<file path="src/rtl/ball_ctrl_pkg.sv">
// Shared screen geometry, colours and ball FSM states for the paddle game.
package pong_pkg;

    localparam int MAX_X         = 640;
    localparam int MAX_Y         = 480;
    localparam int PADDLE_WIDTH  = 100;
    localparam int PADDLE_HEIGHT = 10;

    localparam logic [11:0] COLOR_WHITE = 12'hFFF;
    localparam logic [11:0] COLOR_BLACK = 12'h000;
    localparam logic [11:0] COLOR_RED   = 12'hF00;

    typedef enum logic [1:0] {
        SERVE = 2'd0,
        MOVE  = 2'd1,
        OVER  = 2'd2
    } ball_state_t;

    // True when pos lies in [lo, lo+size); 11-bit math so lo+size cannot wrap.
    function automatic logic in_span(input logic [9:0] pos, input logic [9:0] lo,
                                     input logic [10:0] size);
        logic [10:0] pos_w;
        logic [10:0] lo_w;
        pos_w = {1'b0, pos};
        lo_w  = {1'b0, lo};
        return (pos_w >= lo_w) && (pos_w < (lo_w + size));
    endfunction

endpackage

</file>
<file path="src/rtl/ball_ctrl_if.sv">
// Ball block bus: pixel/paddle/control inputs and ball state outputs.
interface ball_ctrl_if;
    logic        refr_tick;
    logic        launch;
    logic [9:0]  x;
    logic [9:0]  y;
    logic [9:0]  paddle_x;
    logic [9:0]  paddle_y;
    logic [11:0] ball_rgb;
    logic        ball_on;
    logic [9:0]  ball_x;
    logic [9:0]  ball_y;
    logic        miss;
    logic [1:0]  lives;
    logic        game_over;

    modport master (
        output refr_tick, launch, x, y, paddle_x, paddle_y,
        input  ball_rgb, ball_on, ball_x, ball_y, miss, lives, game_over
    );

    modport slave (
        input  refr_tick, launch, x, y, paddle_x, paddle_y,
        output ball_rgb, ball_on, ball_x, ball_y, miss, lives, game_over
    );
endinterface

</file>
<file path="src/rtl/ball_ctrl_step_calc.sv">
// Combinational next position/direction of the ball for one motion tick,
// including wall bounces, paddle hit and bottom-edge miss detection.
module ball_step_calc
    import pong_pkg::*;
#(
    parameter int BALL_SIZE = 8
) (
    input  logic [9:0] ball_x,
    input  logic [9:0] ball_y,
    input  logic       dx,
    input  logic       dy,
    input  logic [9:0] paddle_x,
    input  logic [9:0] paddle_y,
    input  logic [2:0] step,
    output logic [9:0] nxt_x,
    output logic [9:0] nxt_y,
    output logic       nxt_dx,
    output logic       nxt_dy,
    output logic       hit,
    output logic       miss
);
    localparam logic [10:0] SIZE  = 11'(BALL_SIZE);
    localparam logic [10:0] X_LIM = 11'(MAX_X - BALL_SIZE);
    localparam logic [10:0] Y_LIM = 11'(MAX_Y - BALL_SIZE);
    localparam logic [10:0] PW    = 11'(PADDLE_WIDTH);
    localparam logic [10:0] PH    = 11'(PADDLE_HEIGHT);

    logic [10:0] bx_s, by_s, px_s, py_s, st_s;
    logic [10:0] x_inc_s, x_dec_s, y_inc_s, y_dec_s;
    logic [10:0] bx_end_s, by_end_s, px_end_s, py_end_s, rest_y_s;
    logic        unused_msb_s;

    assign bx_s     = {1'b0, ball_x};
    assign by_s     = {1'b0, ball_y};
    assign px_s     = {1'b0, paddle_x};
    assign py_s     = {1'b0, paddle_y};
    assign st_s     = {8'd0, step};
    assign x_inc_s  = bx_s + st_s;
    assign x_dec_s  = bx_s - st_s;
    assign y_inc_s  = by_s + st_s;
    assign y_dec_s  = by_s - st_s;
    assign bx_end_s = bx_s + SIZE;
    assign by_end_s = by_s + SIZE;
    assign px_end_s = px_s + PW;
    assign py_end_s = py_s + PH;
    assign rest_y_s = py_s - SIZE;

    // Paddle check only applies while falling and outranks the bottom-edge check.
    assign hit  = dy && (by_end_s >= py_s) && (by_end_s <= py_end_s)
                     && (bx_end_s > px_s) && (bx_s < px_end_s);
    assign miss = dy && !hit && (by_s >= Y_LIM);

    assign unused_msb_s = &{1'b0, x_inc_s[10], x_dec_s[10], y_inc_s[10],
                            y_dec_s[10], rest_y_s[10]};

    // Horizontal axis: clamp against the left/right walls and reverse.
    always_comb begin
        nxt_x  = ball_x;
        nxt_dx = dx;
        if (dx) begin
            if (bx_s >= (X_LIM - st_s)) begin
                nxt_x  = X_LIM[9:0];
                nxt_dx = 1'b0;
            end else begin
                nxt_x  = x_inc_s[9:0];
            end
        end else begin
            if (bx_s <= st_s) begin
                nxt_x  = 10'd0;
                nxt_dx = 1'b1;
            end else begin
                nxt_x  = x_dec_s[9:0];
            end
        end
    end

    // Vertical axis: top wall bounce, paddle rest position, or fall.
    always_comb begin
        nxt_y  = ball_y;
        nxt_dy = dy;
        if (!dy) begin
            if (by_s <= st_s) begin
                nxt_y  = 10'd0;
                nxt_dy = 1'b1;
            end else begin
                nxt_y  = y_dec_s[9:0];
            end
        end else if (hit) begin
            nxt_y  = rest_y_s[9:0];
            nxt_dy = 1'b0;
        end else if (miss) begin
            nxt_y  = ball_y;
        end else begin
            nxt_y  = y_inc_s[9:0];
        end
    end
endmodule

</file>
<file path="src/rtl/ball_ctrl.sv">
// Ball object: serve/move/game-over FSM, lives counter and pixel generation.
// Optional BALL_SPEEDUP_EN raises the step every fourth paddle hit (max 4).
module ball_ctrl
    import pong_pkg::*;
#(
    parameter int          BALL_SIZE  = 8,
    parameter int          BALL_STEP  = 2,
    parameter logic [11:0] BALL_COLOR = COLOR_WHITE,
    parameter int          LIVES      = 3
) (
    input  logic        clk,
    input  logic        rstn,
    ball_ctrl_if.slave  bus
);
    localparam logic [10:0] TRACK_DX = 11'(PADDLE_WIDTH / 2 - BALL_SIZE / 2);
    localparam logic [10:0] SIZE     = 11'(BALL_SIZE);

    ball_state_t state_r, nxt_state_s;
    logic [1:0]  lives_r, nxt_lives_s;
    logic        dx_r, nxt_dx_s, dy_r, nxt_dy_s;
    logic [9:0]  ball_x_r, nxt_ball_x_s, ball_y_r, nxt_ball_y_s;
    logic        miss_r, nxt_miss_s, game_over_r, nxt_game_over_s;
    logic [10:0] track_x_s, track_y_s;
    logic [2:0]  step_s;
    logic [9:0]  calc_x_s, calc_y_s;
    logic        calc_dx_s, calc_dy_s, calc_hit_s, calc_miss_s;
    logic        unused_track_s;

    assign track_x_s      = {1'b0, bus.paddle_x} + TRACK_DX;
    assign track_y_s      = {1'b0, bus.paddle_y} - SIZE;
    assign unused_track_s = &{1'b0, track_x_s[10], track_y_s[10]};

    ball_step_calc #(.BALL_SIZE(BALL_SIZE)) u_calc (
        .ball_x   (ball_x_r),
        .ball_y   (ball_y_r),
        .dx       (dx_r),
        .dy       (dy_r),
        .paddle_x (bus.paddle_x),
        .paddle_y (bus.paddle_y),
        .step     (step_s),
        .nxt_x    (calc_x_s),
        .nxt_y    (calc_y_s),
        .nxt_dx   (calc_dx_s),
        .nxt_dy   (calc_dy_s),
        .hit      (calc_hit_s),
        .miss     (calc_miss_s)
    );

    // Next-state and register-next logic for the ball FSM.
    always_comb begin
        nxt_state_s  = state_r;
        nxt_lives_s  = lives_r;
        nxt_dx_s     = dx_r;
        nxt_dy_s     = dy_r;
        nxt_ball_x_s = ball_x_r;
        nxt_ball_y_s = ball_y_r;
        nxt_miss_s   = 1'b0;
        case (state_r)
            SERVE: begin
                nxt_ball_x_s = track_x_s[9:0];
                nxt_ball_y_s = track_y_s[9:0];
                if (bus.launch) begin
                    nxt_state_s = MOVE;
                    nxt_dx_s    = 1'b1;
                    nxt_dy_s    = 1'b0;
                end else begin
                    nxt_state_s = SERVE;
                end
            end
            MOVE: begin
                if (bus.refr_tick && calc_miss_s) begin
                    nxt_miss_s  = 1'b1;
                    nxt_lives_s = lives_r - 2'd1;
                    nxt_state_s = (lives_r == 2'd1) ? OVER : SERVE;
                end else if (bus.refr_tick) begin
                    nxt_ball_x_s = calc_x_s;
                    nxt_ball_y_s = calc_y_s;
                    nxt_dx_s     = calc_dx_s;
                    nxt_dy_s     = calc_dy_s;
                end else begin
                    nxt_state_s = MOVE;
                end
            end
            OVER: begin
                if (bus.launch) begin
                    nxt_lives_s = 2'(LIVES);
                    nxt_state_s = SERVE;
                end else begin
                    nxt_state_s = OVER;
                end
            end
            default: nxt_state_s = SERVE;
        endcase
        nxt_game_over_s = (nxt_state_s == OVER);
    end

    // FSM and ball registers with synchronous active-low reset.
    always_ff @(posedge clk) begin
        if (!rstn) begin
            state_r     <= SERVE;
            lives_r     <= 2'(LIVES);
            dx_r        <= 1'b1;
            dy_r        <= 1'b0;
            ball_x_r    <= track_x_s[9:0];
            ball_y_r    <= track_y_s[9:0];
            miss_r      <= 1'b0;
            game_over_r <= 1'b0;
        end else begin
            state_r     <= nxt_state_s;
            lives_r     <= nxt_lives_s;
            dx_r        <= nxt_dx_s;
            dy_r        <= nxt_dy_s;
            ball_x_r    <= nxt_ball_x_s;
            ball_y_r    <= nxt_ball_y_s;
            miss_r      <= nxt_miss_s;
            game_over_r <= nxt_game_over_s;
        end
    end

`ifdef BALL_SPEEDUP_EN
    logic [2:0] step_r, nxt_step_s;
    logic [1:0] hits_r, nxt_hits_s;

    // Hit counter and speed step; both restart whenever a new serve begins.
    always_comb begin
        nxt_step_s = step_r;
        nxt_hits_s = hits_r;
        if ((nxt_state_s == SERVE) && (state_r != SERVE)) begin
            nxt_step_s = 3'(BALL_STEP);
            nxt_hits_s = 2'd0;
        end else if ((state_r == MOVE) && bus.refr_tick && calc_hit_s) begin
            nxt_hits_s = hits_r + 2'd1;
            if ((hits_r == 2'd3) && (step_r < 3'd4)) begin
                nxt_step_s = step_r + 3'd1;
            end else begin
                nxt_step_s = step_r;
            end
        end else begin
            nxt_hits_s = hits_r;
        end
    end

    // Speed-up registers.
    always_ff @(posedge clk) begin
        if (!rstn) begin
            step_r <= 3'(BALL_STEP);
            hits_r <= 2'd0;
        end else begin
            step_r <= nxt_step_s;
            hits_r <= nxt_hits_s;
        end
    end

    assign step_s = step_r;
`else
    logic unused_hit_s;
    assign unused_hit_s = calc_hit_s;
    assign step_s       = 3'(BALL_STEP);
`endif

    assign bus.ball_rgb  = BALL_COLOR;
    assign bus.ball_on   = (state_r != OVER)
                           && in_span(bus.x, ball_x_r, SIZE)
                           && in_span(bus.y, ball_y_r, SIZE);
    assign bus.ball_x    = ball_x_r;
    assign bus.ball_y    = ball_y_r;
    assign bus.miss      = miss_r;
    assign bus.lives     = lives_r;
    assign bus.game_over = game_over_r;
endmodule

</file>
<file path="src/flat_wrapper.sv">
// flat-port wrapper written by rule: the top's interface ports become plain ports
module ball_ctrl_flat import pong_pkg::*;
#(
    parameter int          BALL_SIZE  = 8,
    parameter int          BALL_STEP  = 2,
    parameter logic [11:0] BALL_COLOR = COLOR_WHITE,
    parameter int          LIVES      = 3
)
  (clk, rstn, bus_refr_tick, bus_launch, bus_x, bus_y, bus_paddle_x, bus_paddle_y, bus_ball_rgb, bus_ball_on, bus_ball_x, bus_ball_y, bus_miss, bus_lives, bus_game_over);
  ball_ctrl_if bus_i ();
  input  logic clk;
  input  logic rstn;
  input wire logic [$bits(bus_i.refr_tick)-1:0] bus_refr_tick;
  input wire logic [$bits(bus_i.launch)-1:0] bus_launch;
  input wire logic [$bits(bus_i.x)-1:0] bus_x;
  input wire logic [$bits(bus_i.y)-1:0] bus_y;
  input wire logic [$bits(bus_i.paddle_x)-1:0] bus_paddle_x;
  input wire logic [$bits(bus_i.paddle_y)-1:0] bus_paddle_y;
  output wire logic [$bits(bus_i.ball_rgb)-1:0] bus_ball_rgb;
  output wire logic [$bits(bus_i.ball_on)-1:0] bus_ball_on;
  output wire logic [$bits(bus_i.ball_x)-1:0] bus_ball_x;
  output wire logic [$bits(bus_i.ball_y)-1:0] bus_ball_y;
  output wire logic [$bits(bus_i.miss)-1:0] bus_miss;
  output wire logic [$bits(bus_i.lives)-1:0] bus_lives;
  output wire logic [$bits(bus_i.game_over)-1:0] bus_game_over;
  assign bus_i.refr_tick = bus_refr_tick;
  assign bus_i.launch = bus_launch;
  assign bus_i.x = bus_x;
  assign bus_i.y = bus_y;
  assign bus_i.paddle_x = bus_paddle_x;
  assign bus_i.paddle_y = bus_paddle_y;
  assign bus_ball_rgb = bus_i.ball_rgb;
  assign bus_ball_on = bus_i.ball_on;
  assign bus_ball_x = bus_i.ball_x;
  assign bus_ball_y = bus_i.ball_y;
  assign bus_miss = bus_i.miss;
  assign bus_lives = bus_i.lives;
  assign bus_game_over = bus_i.game_over;
  ball_ctrl #(.BALL_SIZE(BALL_SIZE), .BALL_STEP(BALL_STEP), .BALL_COLOR(BALL_COLOR), .LIVES(LIVES)) u_core (.clk(clk), .rstn(rstn), .bus(bus_i));
endmodule
</file>
<file path="config.mk">
export PLATFORM = sky130hd
export DESIGN_NAME = ball_ctrl_flat
export DESIGN_NICKNAME = d
export VERILOG_FILES = /design/src/rtl/ball_ctrl_pkg.sv /design/src/rtl/ball_ctrl_if.sv /design/src/rtl/ball_ctrl_step_calc.sv /design/src/rtl/ball_ctrl.sv /design/src/flat_wrapper.sv
export SDC_FILE = /design/constraint.sdc
export NUM_CORES = 1
export LEC_CHECK = 0
export ABC_CLOCK_PERIOD_IN_PS = 3900
export BUFFER_PORTS_ARGS = -buffer_cell sky130_fd_sc_hd__buf_2
export CORE_MARGIN = 2
export CORE_UTILIZATION = 50
export CTS_BUF_LIST = sky130_fd_sc_hd__clkbuf_4
export DETAILED_ROUTE_END_ITERATION = 12
export PLACE_DENSITY = 0.73
export SLEW_MARGIN = 10
export SYNTH_ARGS = -nofsm -noshare
export SYNTH_HDL_FRONTEND = slang
export SYNTH_SLANG_ARGS = --single-unit
</file>
<file path="constraint.sdc">
create_clock -name clk -period 3.9 [get_ports clk]
set_input_delay 0.195 -clock clk [delete_from_list [all_inputs] [get_ports clk]]
set_output_delay 0.195 -clock clk [all_outputs]
set_load 0.02 [all_outputs]
</file>
==> impl_metrics.csv, run 1 <==
group,metric,value,unit
run_status,status,"finished, final reports clean",
drt,vias_per_cell,5.85,
die,die_w,99.5,um
drt,drt_iter0_markers,462,
layout,n_antenna_cell,0,
critical_path,worstSetupPathType,"flip-flop to flip-flop",
sta,period_minus_slack,3.66,ns
power_and_ir_drop,power_frac_seq,28.7,%
power_and_ir_drop,power.leakage,2.38,nW
critical_path,arrival,3.75,ns
synth,async_flop_share,0,%
critical_path,slowest_stage,"or4_1",
cts,htree_levels,1,
power_and_ir_drop,swShare,43.8,%
power_and_ir_drop,p_comb_share,57.5,%
cts,cts_root_buf,"clkbuf_4",
synth,synth.cell_area,4560,um^2
critical_path,cp.depth,13,
sta,layout_setup_ws,0.243,ns
drt,drcViolationCount,0,
cts,cts_tree,"yes",
grt,grt_max_degree,19,
die,dieArea,9900,um^2
synth,synth_top_area_share,24.7,%
critical_path,crit_required,3.99,ns
cts,cts_buffer_depth,2,
sta,timing.final.crit_share,93.8,%
synth,synth_edf_count,20,
critical_path,reg2reg_depth,13,
grt,grt_pass1_vias,4166,
critical_path,crit_chain,"ha_1 > nand2_1 > nor2_1 > xnor2_1 > ha_1 > nand2_1 > or4_1 > nand4_1 > o2111ai_1 > or3_1 > buf_4 > a31oi_4 > o211a_1",
sta,fmax,0.273,GHz
critical_path,cpPeakStageDelay,0.52,ns
sta,finalClockSkew,0.0215,ns
critical_path,cp_max_fo,7,
grt,track_usage,26.5,%
layout,nNetsFinal,781,
power_and_ir_drop,p_sw,0.617,mW
sta,finalMaxSlewViolations,0,
synth,yosysUniqueCellTypes,62,
critical_path,crit_family,"simple AND/OR/NAND/NOR gates",
synth,synthCells,579,
sta,hold_violations,0,
placed_design,gp_congestion,0.991,
synth,ys_warn_count,0,
power_and_ir_drop,p_int,0.791,mW
drt,post_drt_wl_per_cell,17.2,um
placed_design,dp_slack,0.189,ns
power_and_ir_drop,pwr-share-clk,13.7,%
hold_path,hold_path_depth,3,
cts,cts_sinks,28,
synth,synthFlopType,"edfxtp_1",
power_and_ir_drop,powerDensity,278,nW/um^2
grt,antenna_found_initial,0,
sta,relSlewSlack,49.7,%
cts,numCtsBuffers,3,
critical_path,crit_path_end_kind,"flip-flop",
synth,syn_avg_cell_area,7.88,um^2
cts,path_clk_slew,0.17,ns
placed_design,dp_hpwl,10900,um
grt,grt_pass1_wl,21100,um
sta,setup_tns,0,ns
drt,dr.pass1.iters,5,
die,placementRows,34,
cts,clk_latency,0.34,ns
die,num_io_pins,81,
drt,dr_total_vias,4411,
die,die_y,99.5,um
synth,synth_seq_cells,28,
grt,grt-ovfl-total,0,
sta,report.final.setup_viol,0,
die,initial_core_util,52.0,%
die,coreArea,8760,um^2
placed_design,numPortBuffers,68,
hold_path,min_path_type,"primary input to flip-flop",
sta,worstMarginPinSlew,0.755,ns
layout,area_growth,11.1,%
drt,wl,13000,um
synth,yosysSeqAreaShare,16.7,%
power_and_ir_drop,vdd_drop_max,0.228,mV
critical_path,worstSetupStartpointType,"flip-flop",
layout,drive_gt1_share,15.3,%
critical_path,worst-path-buf-inv,1,
job,cap_violations,0,
drt,ant_nets,0,
sta,grt_setup_unrepaired,"no",
synth,post-synth-top-area-cell,"ha_1",
cts,postCtsSetupRepairBufs,0,
synth,yosys-top-cells-area,"ha_1 (25%), edfxtp_1 (13%), xnor2_1 (9.6%)",
## registers in the layout (all words and copies together) (netlist names)
name and count:
u_core.bus.ball_x 10, u_core.bus.ball_y 10, u_core.bus.lives 2, u_core.state_r 2, u_core.bus.game_over 1, u_core.bus.miss 1
u_core.dx_r 1, u_core.dy_r 1
## path summary, 6_finish.rpt
check                             from              endpoint  slack [ns]
setup reg to reg  u_core.bus.ball_y[4]  u_core.bus.ball_y[0]        0.24
setup / recovery  u_core.bus.ball_y[4]  u_core.bus.ball_y[0]        0.24
hold reg to reg    u_core.bus.lives[1]   u_core.bus.lives[1]        0.55
hold / removal              bus_launch     u_core.state_r[1]        0.17
## worst reg2reg max path, cell delays in order (launching register included)
cell and delay, ns:
edfxtp_1 0.50, ha_1 0.31, nand2_1 0.07, nor2_1 0.19, xnor2_1 0.15, ha_1 0.33, nand2_1 0.06, or4_1 0.52
nand4_1 0.11, o2111ai_1 0.13, or3_1 0.46, buf_4 0.20, a31oi_4 0.20, o211a_1 0.18
## final cells by class
cell class	count	area (um^2)
sequential	28	761
inverter	64	240
timing repair buffer	86	475
fill	828	3700
tap	108	135
multi-input combinational	464	3400
clock buffer	3	22.5
clock inverter	1	30.0
## per-layer routing
metal	GRT usage, %	vias to the layer above	share of wire (%)
met5	0	-	0
met1	40.7	2045	47
met4	3.06	0	0.35
li1	-	2166	-
met3	1.12	10	7.1
met2	42.6	190	45
## metrics by stage
step / std cells / instance area (um^2) / hold slack, ns / total power, mW / util, %
4_1_cts: 754 / 5060 / 0.173 / 1.40 / 57.8
3_5_place_dp: 750 / 5010 / 0.522 / 1.21 / 57.2
5_1_grt: 754 / 5070 / 0.177 / 1.53 / 57.8
2_1_floorplan: 590 / 4600 / 0.354 / 0.962 / -
3_3_place_gp: 750 / 5010 / 0.518 / 1.18 / 57.2
6_report: 754 / 5070 / 0.174 / 1.41 / 57.8
## synthesized netlist by cell type (7+ instances only)
master    count
nor2b_1       9
a21oi_1      47
nand3_1      22
buf_2         7
clkbuf_1     12
nor3_1       17
nand4_1      10
and3_1        8
nand2_1      42
inv_1        61
buf_4        13
nand2b_1      8
dfxtp_1       8
nor2_1       30
ha_1         90
o21ai_0      29
edfxtp_1     20
xnor2_1      50
## logic make-up (layout without fill, tap and decap cells)
group           Yosys count  in the layout  share of synthesized area (%)
flops                    28             28                           16.7
buf+inv                  98            154                           9.66
other cells               1             12                         0.0822
xor+xnor                 55             55                           10.6
compound gates          135            135                           18.9
fa+ha+maj                91             91                           24.9
simple gates            169            169                           18.7
mux                       2              2                          0.466
## layout by cell type (no fill, tap or decap), types with 5 or more instances in the layout
master    count
buf_4        18
a211oi_1      6
o22ai_1       6
nand3_1      22
nand2_1      42
xnor2_1      50
nor3_1       17
nand2b_1      8
conb_1       12
edfxtp_1     20
o211ai_1      6
a21o_1        5
inv_1        61
nor2b_1       9
a21oi_1      47
and3_1        8
o21ai_0      29
nor2_1       30
ha_1         90
buf_2        68
a211o_1       5
nand4_1      10
xor2_1        5
dfxtp_1       8
## power by group through the flow
stage / sequential (mW) / clock, mW / combinational [mW]
after CTS: 0.402 / 0.194 / 0.804
after floorplan: 0.424 / 0 / 0.538
final: 0.404 / 0.194 / 0.810
after detailed placement: 0.409 / 0 / 0.797
after global placement: 0.408 / 0 / 0.777
after global routing: 0.409 / 0.207 / 0.912
## timing repair
item                                    4_1_cts  5_1_grt
endpoints found under the setup margin        0       18
hold buffers                                  0        0
gates resized for setup                       0        2
Power figures use the tool's default switching activity.
==> inputs of run 2 (changes only) <==
--- a/config.mk
+++ b/config.mk
@@ -7,6 +7,7 @@
 export LEC_CHECK = 0
 export ABC_CLOCK_PERIOD_IN_PS = 3900
 export BUFFER_PORTS_ARGS = -buffer_cell sky130_fd_sc_hd__buf_2
+export CORE_ASPECT_RATIO = 1.2
 export CORE_MARGIN = 2
 export CORE_UTILIZATION = 50
 export CTS_BUF_LIST = sky130_fd_sc_hd__clkbuf_4
==> run 2 against run 1 <==
Compared with the run above:
- die area is essentially flat
- core utilization decreased by 0.85 points
- sequential cell count unchanged
- first-iteration DRC count down 54%
- largest cell class unchanged
==> impl_metrics.csv, run 2 (synthesis results as in run 1) <==
group,metric,value,unit
critical_path,worstSetupStartpointType,"flip-flop",
sta,fmax,0.267,GHz
critical_path,cp_common_cell,"ha_1",
grt,grt_max_degree,19,
critical_path,crit_chain,"ha_1 > nand2_1 > nor2_1 > xnor2_1 > ha_1 > and4_1 > nand3_1 > o22ai_1 > a211oi_1 > o2111ai_1 > or3_1 > and3_4 > a221o_1",
placed_design,gp_congestion,0.962,
sta,hold_violations,0,
critical_path,r2r_start,"u_core.bus.ball_y[4]",
die,num_io_pins,81,
placed_design,dp_slack,0.0238,ns
sta,period_minus_slack,3.74,ns
placed_design,numPortBuffers,68,
sta,worstMarginPinSlew,0.672,ns
cts,numCtsBuffers,3,
cts,cts_tree,"yes",
sta,timing.final.crit_share,96.0,%
cts,clk_latency,0.34,ns
layout,nNetsFinal,786,
cts,cts_root_buf,"clkbuf_4",
sta,report.final.setup_viol,0,
sta,grt_setup_unrepaired,"yes",
grt,track_usage,26.7,%
layout,final_cell_mix,"ha_1 (90), buf_2 (68), inv_1 (61)",
drt,post_drt_wl_per_cell,16.7,um
grt,antenna_found_initial,0,
critical_path,crit_path_end_kind,"flip-flop",
cts,htree_levels,1,
layout,area_growth,11.7,%
sta,setup_tns,0,ns
sta,finalMaxSlewViolations,0,
layout,final_common_cell,"ha_1",
placed_design,dp_hpwl,10900,um
cts,path_clk_slew,0.16,ns
sta,layout_setup_ws,0.156,ns
cts,cts_sinks,28,
sta,holdWs,0.179,ns
critical_path,crit_family,"simple AND/OR/NAND/NOR gates",
drt,drt_iter0_markers,214,
critical_path,worstSetupPathType,"flip-flop to flip-flop",
drt,dr.pass1.iters,5,
critical_path,crit_required,4.01,ns
power_and_ir_drop,power.leakage,2.39,nW
die,initial_core_util,51.0,%
sta,relSlewSlack,55.2,%
die,dieArea,9900,um^2
drt,vias_per_cell,5.72,
layout,final.fill_count,886,
die,die_w,91.2,um
drt,drcViolationCount,0,
hold_path,hp-start,"bus_refr_tick",
grt,grt_pass1_vias,4473,
run_status,status,"finished, final reports clean",
critical_path,startpoint,"u_core.bus.ball_y[4]",
critical_path,cpPeakStageDelay,0.50,ns
cts,cts_buffer_depth,2,
critical_path,arrival,3.86,ns
die,placementRows,38,
critical_path,slowest_stage,"or3_1",
die,die_y,109,um
power_and_ir_drop,vdd_drop_max,0.192,mV
grt,grt-ovfl-total,0,
drt,ant_nets,0,
drt,dr_total_vias,4408,
layout,final_core_util,57.0,%
power_and_ir_drop,powerDensity,264,nW/um^2
layout,drive_gt1_share,15.7,%
critical_path,worst-path-buf-inv,0,
grt,grt_pass1_wl,21300,um
critical_path,cp_max_fo,6,
hold_path,min_path_type,"primary input to flip-flop",
drt,wl,12900,um
layout,n_antenna_cell,0,
die,coreArea,8940,um^2
job,cap_violations,0,
sta,finalClockSkew,0.0173,ns
-- run 2: cell types whose count changed in the layout (fill, tap and decap cells not counted) --
| cell | change |
|---|---|
| o21a_1 | +1 |
| clkinv_1 | +1 |
| bufinv_16 | -1 |
| o21a_2 | -1 |
| buf_4 | +5 |
-- run 2: worst paths after layout --
check	end	slack, ns	cells after the start
max	u_core.bus.ball_y[2]	0.16	13
min	u_core.bus.miss	0.18	3
max reg2reg	u_core.bus.ball_y[2]	0.16	13
min reg2reg	u_core.bus.lives[1]	0.54	2
-- run 2: worst reg2reg max path, delay by kind of cell (launching register included) --
kind	cells	cell delay [ns]
AO/OA/AOI/OAI	4	0.89
XOR/XNOR	1	0.21
flip-flops	1	0.49
adder cells (fa/ha/maj)	2	0.60
AND/OR/NAND/NOR	6	1.32
-- run 2: cell type report --
| cell class | instances | area [um^2] | share of cell area, % |
|---|---|---|---|
| Multi-Input combinational cell | 464 | 3400 | 66.8 |
| Sequential cell | 28 | 761 | 14.9 |
| Timing Repair Buffer | 91 | 513 | 10.1 |
| Inverter | 64 | 240 | 4.72 |
| Tap cell | 120 | 150 | 2.95 |
| Clock buffer | 3 | 22.5 | 0.442 |
| Clock inverter | 1 | 3.75 | 0.0737 |
-- run 2: through the flow --
| step | cells | area (um^2) | power [mW] |
|---|---|---|---|
| final | 771 | 5090 | 1.34 |
| after global routing | 771 | 5090 | 1.47 |
| after CTS | 767 | 5060 | 1.33 |
| after detailed placement | 763 | 5030 | 1.21 |
| after global placement | 763 | 5030 | 1.18 |
| after floorplan | 590 | 4600 | 0.962 |
-- run 2: timing repair --
item | in CTS | in global routing
setup endpoints to repair | 0 | 18
resized for setup | 0 | 1
hold buffers | 0 | 0
setup buffers | 0 | 4
-- run 2: report_power, final --
part	switching [mW]	internal [mW]	total (mW)	leakage [nW]
Clock	0.0887	0.0376	0.126	0.0154
Combinational	0.478	0.341	0.818	2.11
Sequential	0.0456	0.354	0.399	0.274
-- run 2: metal layers --
| layer | global-route usage [%] | routed length, um |
|---|---|---|
| met1 | 29.7 | 5040 |
| met2 | 52.1 | 6770 |
| met3 | 2.70 | 662 |
| met4 | 10.2 | 441 |
| met5 | 0 | 0 |
